[config.mk]
export PLATFORM = sky130hd
export DESIGN_NAME = oled_bus_responder
export DESIGN_NICKNAME = d
export VERILOG_FILES = /design/src/rtl/oled_bus_responder.sv
export SDC_FILE = /design/constraint.sdc
export NUM_CORES = 1
export LEC_CHECK = 0
export BUFFER_PORTS_ARGS = -buffer_cell sky130_fd_sc_hd__buf_2
export CAP_MARGIN = 5
export CORE_UTILIZATION = 45
export DETAILED_ROUTE_END_ITERATION = 10
export HOLD_SLACK_MARGIN = 0.03
export SLEW_MARGIN = 20
export SYNTH_ARGS = -nofsm -noshare
export SYNTH_HDL_FRONTEND = slang
export SYNTH_SLANG_ARGS = --single-unit
[constraint.sdc]
create_clock -name clk -period 13.5 [get_ports clk]
set_input_delay 2.7 -clock clk [delete_from_list [all_inputs] [get_ports clk]]
set_output_delay 2.7 -clock clk [all_outputs]
set_load 0.02 [all_outputs]
[src/rtl/oled_bus_responder.sv]
// Device-side emulation of the WEH001602A 8-bit parallel bus: instruction decode,
// 128-byte DDRAM, graphics-mode pixel writes and status/data read-back.
module oled_bus_responder #(
    parameter int BUSY_CYCLES = 16,
    parameter int SYNC_STAGES = 2
) (
    input  logic       clk,
    input  logic       reset,
    input  logic       rs_pin,
    input  logic       read_pin,
    input  logic       enable_pin,
    input  logic [7:0] db_in,
    output logic [7:0] db_out,
    output logic       db_oe,
    input  logic [6:0] rd_addr,
    output logic [7:0] rd_data,
    output logic       display_on,
    output logic       graphics_mode,
    output logic       power_on,
    output logic       pixel_strobe,
    output logic [6:0] pixel_x,
    output logic       pixel_y,
    output logic [7:0] pixel_data,
    output logic       protocol_err
);
    typedef enum logic {ST_IDLE = 1'b0, ST_CLEAR = 1'b1} state_t;

    localparam int            CW        = $clog2(BUSY_CYCLES + 1);
    localparam logic [CW-1:0] BUSY_LOAD = CW'(BUSY_CYCLES);

    logic [SYNC_STAGES-1:0][10:0] sync_q;
    logic       rs_s, rw_s, e_s;
    logic [7:0] db_s;
    logic       e_prev_q, cap_rs_q, cap_rw_q;
    logic [7:0] cap_db_q;

    state_t        state_q, state_d;
    logic [6:0]    fill_q, fill_d, ac_q, ac_d, ac_step;
    logic          id_q, id_d, cg0_q, cg0_d, disp_q, disp_d;
    logic          gfx_q, gfx_d, pwr_q, pwr_d, err_q, err_d;
    logic [CW-1:0] busy_cnt_q, busy_cnt_d;
    logic          pix_stb_q, pix_stb_d, pix_y_q, pix_y_d;
    logic [6:0]    pix_x_q, pix_x_d;
    logic [7:0]    pix_data_q, pix_data_d;
    logic [7:0]    db_out_q, prefetch_q, rd_data_q;
    logic [7:0]    ddram_q [128];

    logic       exec, wr_exec, rd_exec, busy, start_clear;
    logic       fill_we, fill_done, dwr_we, mem_we;
    logic [6:0] mem_addr;
    logic [7:0] mem_wdata;

    assign {rs_s, rw_s, e_s, db_s} = sync_q[SYNC_STAGES-1];
    assign exec        = e_prev_q & ~e_s;
    assign wr_exec     = exec & ~cap_rw_q;
    assign rd_exec     = exec & cap_rw_q;
    assign busy        = (busy_cnt_q != '0) || (state_q == ST_CLEAR);
    assign start_clear = wr_exec & ~busy & ~cap_rs_q & (cap_db_q == 8'h01);
    assign ac_step     = id_q ? ac_q + 7'd1 : ac_q - 7'd1;

    // NOTE: every clocked process uses non-blocking assignments so all flops see pre-edge values.
    always_ff @(posedge clk) begin
        if (reset) begin
            sync_q   <= '0;
            e_prev_q <= 1'b0;
            cap_rs_q <= 1'b0;
            cap_rw_q <= 1'b0;
            cap_db_q <= 8'h00;
        end else begin
            sync_q   <= {sync_q[SYNC_STAGES-2:0], {rs_pin, read_pin, enable_pin, db_in}};
            e_prev_q <= e_s;
            if (e_s) begin
                cap_rs_q <= rs_s;
                cap_rw_q <= rw_s;
                cap_db_q <= db_s;
            end
        end
    end

    // NOTE: each combinational output gets a default first, so no path can infer a latch.
    always_comb begin
        ac_d       = ac_q;
        id_d       = id_q;
        cg0_d      = cg0_q;
        disp_d     = disp_q;
        gfx_d      = gfx_q;
        pwr_d      = pwr_q;
        err_d      = err_q;
        busy_cnt_d = (busy_cnt_q != '0) ? busy_cnt_q - 1'b1 : busy_cnt_q;
        pix_stb_d  = 1'b0;
        pix_x_d    = pix_x_q;
        pix_y_d    = pix_y_q;
        pix_data_d = pix_data_q;
        dwr_we     = 1'b0;
        fill_d     = fill_we ? fill_q + 7'd1 : 7'd0;
        if (wr_exec && busy) begin
            err_d = 1'b1;
        end else if (wr_exec && cap_rs_q) begin
            if (gfx_q) begin
                pix_stb_d  = 1'b1;
                pix_x_d    = ac_q;
                pix_y_d    = cg0_q;
                pix_data_d = cap_db_q;
            end else begin
                dwr_we = 1'b1;
            end
            ac_d       = ac_step;
            busy_cnt_d = BUSY_LOAD;
        end else if (wr_exec) begin
            if (cap_db_q != 8'h00) busy_cnt_d = BUSY_LOAD;
            casez (cap_db_q)
                8'b1???????: ac_d  = cap_db_q[6:0];
                8'b01??????: cg0_d = cap_db_q[0];
                8'b001?????: ;
                8'b0001????: begin
                    gfx_d = cap_db_q[3];
                    pwr_d = cap_db_q[2];
                end
                8'b00001???: disp_d = cap_db_q[2];
                8'b000001??: id_d   = cap_db_q[1];
                8'b0000001?: ac_d   = 7'd0;
                default:     ;
            endcase
        end else if (rd_exec && cap_rs_q) begin
            ac_d = ac_step;
        end
        // The fill's last cell restores the pointer and starts the trailing busy window.
        if (fill_done) begin
            ac_d       = 7'd0;
            id_d       = 1'b1;
            busy_cnt_d = BUSY_LOAD;
        end
    end

    always_ff @(posedge clk) begin
        if (reset) begin
            state_q    <= ST_IDLE;
            fill_q     <= 7'd0;
            ac_q       <= 7'd0;
            id_q       <= 1'b1;
            cg0_q      <= 1'b0;
            disp_q     <= 1'b0;
            gfx_q      <= 1'b0;
            pwr_q      <= 1'b0;
            err_q      <= 1'b0;
            busy_cnt_q <= '0;
            pix_stb_q  <= 1'b0;
            pix_x_q    <= 7'd0;
            pix_y_q    <= 1'b0;
            pix_data_q <= 8'h00;
            db_out_q   <= 8'h00;
        end else begin
            state_q    <= state_d;
            fill_q     <= fill_d;
            ac_q       <= ac_d;
            id_q       <= id_d;
            cg0_q      <= cg0_d;
            disp_q     <= disp_d;
            gfx_q      <= gfx_d;
            pwr_q      <= pwr_d;
            err_q      <= err_d;
            busy_cnt_q <= busy_cnt_d;
            pix_stb_q  <= pix_stb_d;
            pix_x_q    <= pix_x_d;
            pix_y_q    <= pix_y_d;
            pix_data_q <= pix_data_d;
            db_out_q   <= rs_s ? prefetch_q : {busy, ac_q};
        end
    end

    always_comb begin
        state_d = state_q;
        case (state_q)
            ST_IDLE:  if (start_clear) state_d = ST_CLEAR;
            ST_CLEAR: if (fill_q == 7'h7F) state_d = ST_IDLE;
            default:  state_d = ST_IDLE;
        endcase
    end

    always_comb begin
        fill_we   = (state_q == ST_CLEAR);
        fill_done = fill_we && (fill_q == 7'h7F);
        mem_we    = fill_we | dwr_we;
        mem_addr  = fill_we ? fill_q : ac_q;
        mem_wdata = fill_we ? 8'h20 : cap_db_q;
    end

    // NOTE: DDRAM has no reset; contents survive reset, including a partially completed clear.
    always_ff @(posedge clk) begin
        if (mem_we) ddram_q[mem_addr] <= mem_wdata;
        prefetch_q <= ddram_q[ac_q];
        rd_data_q  <= ddram_q[rd_addr];
    end

    assign db_oe         = rw_s & e_s;
    assign db_out        = db_out_q;
    assign rd_data       = rd_data_q;
    assign display_on    = disp_q;
    assign graphics_mode = gfx_q;
    assign power_on      = pwr_q;
    assign pixel_strobe  = pix_stb_q;
    assign pixel_x       = pix_x_q;
    assign pixel_y       = pix_y_q;
    assign pixel_data    = pix_data_q;
    assign protocol_err  = err_q;
endmodule

==> After elaboration in Yosys (flattened, before gate mapping) <==
Memory sizes are Yosys's and may differ from the RTL's. A register that Yosys moved wholly into a read port is not among the register bits.
Index checks and enable logic that the tools add are counted.
{ "word_totals": {"n_memories": 1, "input_bits": 20, "ff_bits": 84, "output_inout_bits": 38, "mem_bits_rw": 1024} }
{ "memory_table": {"columns": ["name", "depth", "word_bits", "rd", "rd_clocked_by_memory_dff", "wr", "line_no", "text"], "rows": [
  ["ddram_q", 128, 8, 2, 2, 1, "46", "logic [7:0] ddram_q [128];"]
]} }
{ "classes": {"bitwise": 15, "mux": 23, "n_addsub": 4, "n_reduce_logical": 17, "eq_ne": 8} }
{ "op_table": {"columns": ["cell", "n"], "rows": [
  ["two-way mux 7 bit", 5],
  ["two-way mux 5 bit", 6],
  ["two-way mux 8 bit", 2],
  ["AND reduction 4 bit", 4],
  ["adder 7 x 1 -> 7 bit (second input constant)", 2],
  ["one-hot mux 7 bit (2 select lines)", 1],
  ["== test 8 x 1 -> 1 bit (second input constant)", 1],
  ["two-way mux 1 bit", 8],
  ["nonzero test 8 bit", 1],
  ["bitwise AND 1 bit", 7],
  ["== test 7 x 1 -> 1 bit (second input constant)", 1],
  ["== test 7 bit (second input constant)", 1],
  ["inverter 1 bit", 7],
  ["subtractor 7 x 1 -> 7 bit (second input constant)", 1],
  ["== test 6 x 1 -> 1 bit (second input constant)", 1],
  ["AND reduction 3 bit", 2],
  ["== test 5 x 1 -> 1 bit (second input constant)", 1],
  ["nonzero test 5 bit", 1],
  ["subtractor 5 x 1 -> 5 bit (second input constant)", 1],
  ["== test 4 x 1 -> 1 bit (second input constant)", 1],
  ["logical AND 1 bit", 4],
  ["inequality test 4 x 2 -> 1 bit (second input constant)", 1],
  ["OR reduction 2 bit", 2],
  ["nonzero test 3 bit", 1],
  ["5 further kinds", 5]
]} }

==> Logic depth before layout (Yosys ltp) <==
{ "depth": {"word_depth": 9, "mapped_depth": 11, "mapped_depth_nobuf": 8} }

==> Least setup slack after synthesis <==
OpenSTA, ideal clock, no wires.
{ "synth_timing": {"kind": "reg-to-reg", "startpoint": "register state_q (netlist: fill_we)", "endpoint": "memory ddram_q[0][1] (data pin)", "setup_ns": 0.830, "period_less_slack_ns": 5.045, "required_time_ns": 12.670, "path_stages_with_launch": 6, "path_slack_ns": 8.455, "t_arrival_ns": 4.216, "cell_sequence": "dfxtp_1 clkbuf_1 clkbuf_1 buf_2 clkbuf_1 nor2b_1"} }
{ "synth_via": {"elab_chain_cells": 1} }
{ "synth_lines": {"columns": ["element", "line_no", "text"], "rows": [
  ["start, declared", "37", "state_t state_q, state_d;"],
  ["start signal, assigned", "153", "state_q <= state_d;"],
  ["two-way mux 8 bit", "185", "mem_wdata = fill_we ? 8'h20 : cap_db_q;"],
  ["via mem_wdata[1]", "51", "logic [7:0] mem_wdata;"],
  ["end, declared", "46", null]
]} }
The timed path passes the listed nets, and every way through them passes these cells.

==> results by stage <==
Final layout:
- The post-route netlist has between 10% and 20% of its cells at a drive strength greater than 1.
- The final-stage net count is around 3800.
- The area growth from synthesis to layout is 11.80%.
- The number of antenna cells inserted is 0.
- After filler insertion, the fill cell instance count of the layout stands at a little under 10000.
- The top cell types in the final layout, fill and taps aside, are edfxtp_1, mux2i_1, mux2_2.
- Summing all non-filler instances in the final layout gives an area of 58820 um^2.
- The leading cell type in the layout, fill and taps excluded is edfxtp_1.
- Once layout is complete, the utilization of the core stands at between 50% and 60%.

Placed design:
- After legalization and detailed placement, the total HPWL measured ~100 mm.
- The post-detailed-placement cell area is around 55000 um^2.
- At the end of routability-driven placement, the weighted congestion stood at ~0.91.
- Buffers placed on the I/O ports in this run total 57.
- The worst-case setup slack after placement is 6.443 ns.

Timing:
- The actual transition at the worst max-transition pin is approximately 1.3 ns.
- The count of final max-slew check failures is 0.
- The worst pin sits at a relative slew slack of 12.00%.
- For the final database, setup skew stands at 0.02980 ns.
- Setup repair after global routing left no endpoint under its margin.
- The tightest hold path in the finished design has a slack of 0.4375 ns.
- The final count of hold timing violations came to 0.
- The clock period minus worst slack is between 6 and 7 ns.
- Derived from the worst setup path, the maximum achievable clock frequency is ~160 MHz.
- The setup total negative slack is 0 ns.
- Setup slack on the critical path of the routed design comes to roughly 7.1 ns.
- In the finished design, the share of the clock period the worst path needs comes to between 40 and 50%.
- Setup violations remaining at the end of the flow were counted as 0.

Flow run:
- The max-capacitance violation count is 0.

Logic synthesis:
- The synthesized netlist contains 61 unique library cells.
- The average cell area after synthesis is between 10 and 15 um^2.
- The share of flip-flops with an asynchronous set or reset is 0%.
- The gate count of the mapped netlist is 3727.
- The synthesized flop and latch total is approximately 1100.
- The largest total area in the synthesized netlist belongs to edfxtp_1.
- Ranked by total cell area, the synthesized netlist is headed by edfxtp_1, mux2i_1, mux2_2.
- Yosys mapped a number of flops with a built-in enable equal to a little over 1000.
- When the netlist entered floorplanning its net count stood at about 3800.
- The post-synthesis sequential area ratio is between 60% and 70%.
- The synthesized netlist occupies a cell area of around 53000 um^2.
- The count of yosys warnings during synthesis is 0.
- The primary flip-flop cell chosen by synthesis mapping is edfxtp_1.
- The proportion of netlist area held by the largest area contributor is 58.45%.

Detailed routing:
- The pre-antenna-repair detailed-routing pass consisted of 5 iterations.
- The final route contains ~34000 vias.
- The detail-routed via count per cell is 6.379.
- The post-detailed-route wirelength per cell is 30.93 um.
- The iteration-0 DRC count of the detailed router is between 4000 and 5000.
- The detail route stage leaves a number of antenna-violating nets equal to 0.
- After detailed routing, the total wire length is 165.9 mm.
- The DRC violations left is 0.

Clock tree:
- The number of buffers on the longest clock path is 3.
- The clock net sink count is roughly 1100.
- The number of buffers created by CTS is roughly 120.
- The number of setup buffers added after CTS is 0.
- After clock tree synthesis, the flow added hold-fix buffers numbering 0.
- Clock-pin slew was measured on the worst setup and hold paths at 0.06 ns.
- For the worst-skew pair, the clock arrives at the later sink with an insertion delay of 0.73 ns.
- Once the clock tree was built, the resizer swapped 0 gates to a different size.
- The clock root buffer is clkbuf_16.
- The number of H-tree branching levels is 3.
- The clock tree from TritonCTS is done.

Floorplanning:
- The floorplan step defined a die boundary enclosing roughly 120000 um^2.
- The x dimension of the die is approximately 340 um.
- The area of the placeable core is ~120000 um^2.
- The floorplan die height is about 340 um.
- The starting utilization of the core area is 45.33%.
- The number of I/O pins is 58.
- The floorplan has 125 rows.

Pwr:
- The maximum vdd drop is about 100 uV.
- The total power divided by cell area is between 100 and 150 nW/um^2.
- The static power due to leakage is 19.16 nW.

Global routing:
- Entering global routing, the biggest net connects 130 pins.
- The first global-routing pass estimated between 200 and 250 mm of wire.
- The initial antenna violation count is 5.
- The overflow left after global routing is 0.
- The number of global-route vias before repair is around 33000.
- The combined global-route utilization of all metal layers is between 20 and 30%.

Critical path:
- The critical path endpoint category is a flip-flop.
- Data on the critical path is required at its endpoint by roughly 14 ns.
- STA classifies the critical path startpoint as an input pin.
- The critical path is of the in2reg type.
- The peak fanout along the critical path is 77.
- Data arrives at the worst endpoint at a little over 7 ns.

Worst hold path:
- In this run the worst hold path is classified as reg2reg.

Status:
- The flow ran to the end, and the final reports show no timing, DRC or antenna violations.
==> layout make-up <==
type	count	area, um^2	share of cell area [%]
clock buffer	156	3272	5.563
clock inverter	61	719.4	1.223
inverter	14	52.55	0.08934
multi-input combinational	2311	18900	32.14
sequential	1124	32760	55.69
tap	1524	1907	3.242
timing repair buffer	175	1206	2.051
==> worst max-delay path, cell delays in order <==
cell	delay [ns]
buf_8	0.53
buf_4	0.83
buf_4	0.76
buf_4	0.81
mux2i_1	0.17
a22o_1	0.26
nor4_1	0.37
nand4_1	0.25
nand4_1	0.15
==> metal layers <==
layer  vias to the layer above  global-route usage (%)  wire, um
met2                      1491                   41.40     73100
li1                      14798                       -         -
met1                     17659                   40.56     73010
met3                       271                   4.751     13970
met5                         -                       0        27
met4                         4                   10.03      5825
==> power by group <==
group / leakage (nW) / switching (mW) / internal [mW] / total [mW]
Combinational: 6.85 / 0.257 / 0.133 / 0.390
Sequential: 10.3 / 0.0269 / 3.77 / 3.80
Clock: 1.97 / 1.37 / 2.00 / 3.37
Total: 19.2 / 1.65 / 5.90 / 7.56
==> worst paths after layout <==
kind                   start             to  depth (start not counted)  slack, ns
setup reg to reg     ac_q[2]  prefetch_q[7]                          8       8.32
setup / recovery  rd_addr[2]     rd_data[3]                          9       7.11
hold / removal     sync_q[6]        db_s[6]                          1       0.44
hold reg to reg    sync_q[6]        db_s[6]                          1       0.44
==> per-stage QoR <==
stage                     std cells  power [mW]
after floorplan                3727       4.100
after global placement         5147       4.248
after detailed placement       5148       4.252
after CTS                      5365       7.576
after global routing           5365       7.735
final                          5365       7.555
==> logic make-up (layout without fill, tap and decap cells) <==
logic type / Yosys count / in the layout / share of synthesized area, %
flops: 1124 / 1124 / 62.26
fa+ha+maj: 8 / 8 / 0.2045
xor+xnor: 10 / 10 / 0.1665
simple gates: 730 / 730 / 7.199
compound gates: 596 / 596 / 8.641
buf+inv: 292 / 406 / 2.447
mux: 967 / 967 / 19.09
==> cells in the mapped netlist (6+ instances only) <==
master,count
nand3_1,19
o21ai_0,6
xnor2_1,8
nand2b_1,17
mux2i_1,678
a21oi_1,45
nor2_1,210
a22oi_1,68
clkbuf_1,139
nand2_1,110
a22o_1,176
buf_1,17
ha_1,7
nor2b_1,119
edfxtp_1,1024
mux2_2,289
nor3_1,20
nor4_1,117
and4_1,8
buf_2,116
dfxtp_1,100
o2bb2ai_1,56
o22ai_1,122
inv_1,14
a211oi_1,94
nand4_1,81
==> flip-flops by register name (all words and copies together) (netlist names), 5 cells and up <==
register and cells:
pixel_x 7, sync_q 11, ddram_q 1024, db_s 8, ac_q 7, fill_q 7, cap_db_q 8, db_out 8
pixel_data 8, prefetch_q 8, busy_cnt_q 5, rd_data 8
(Power assumes the default switching activity.)
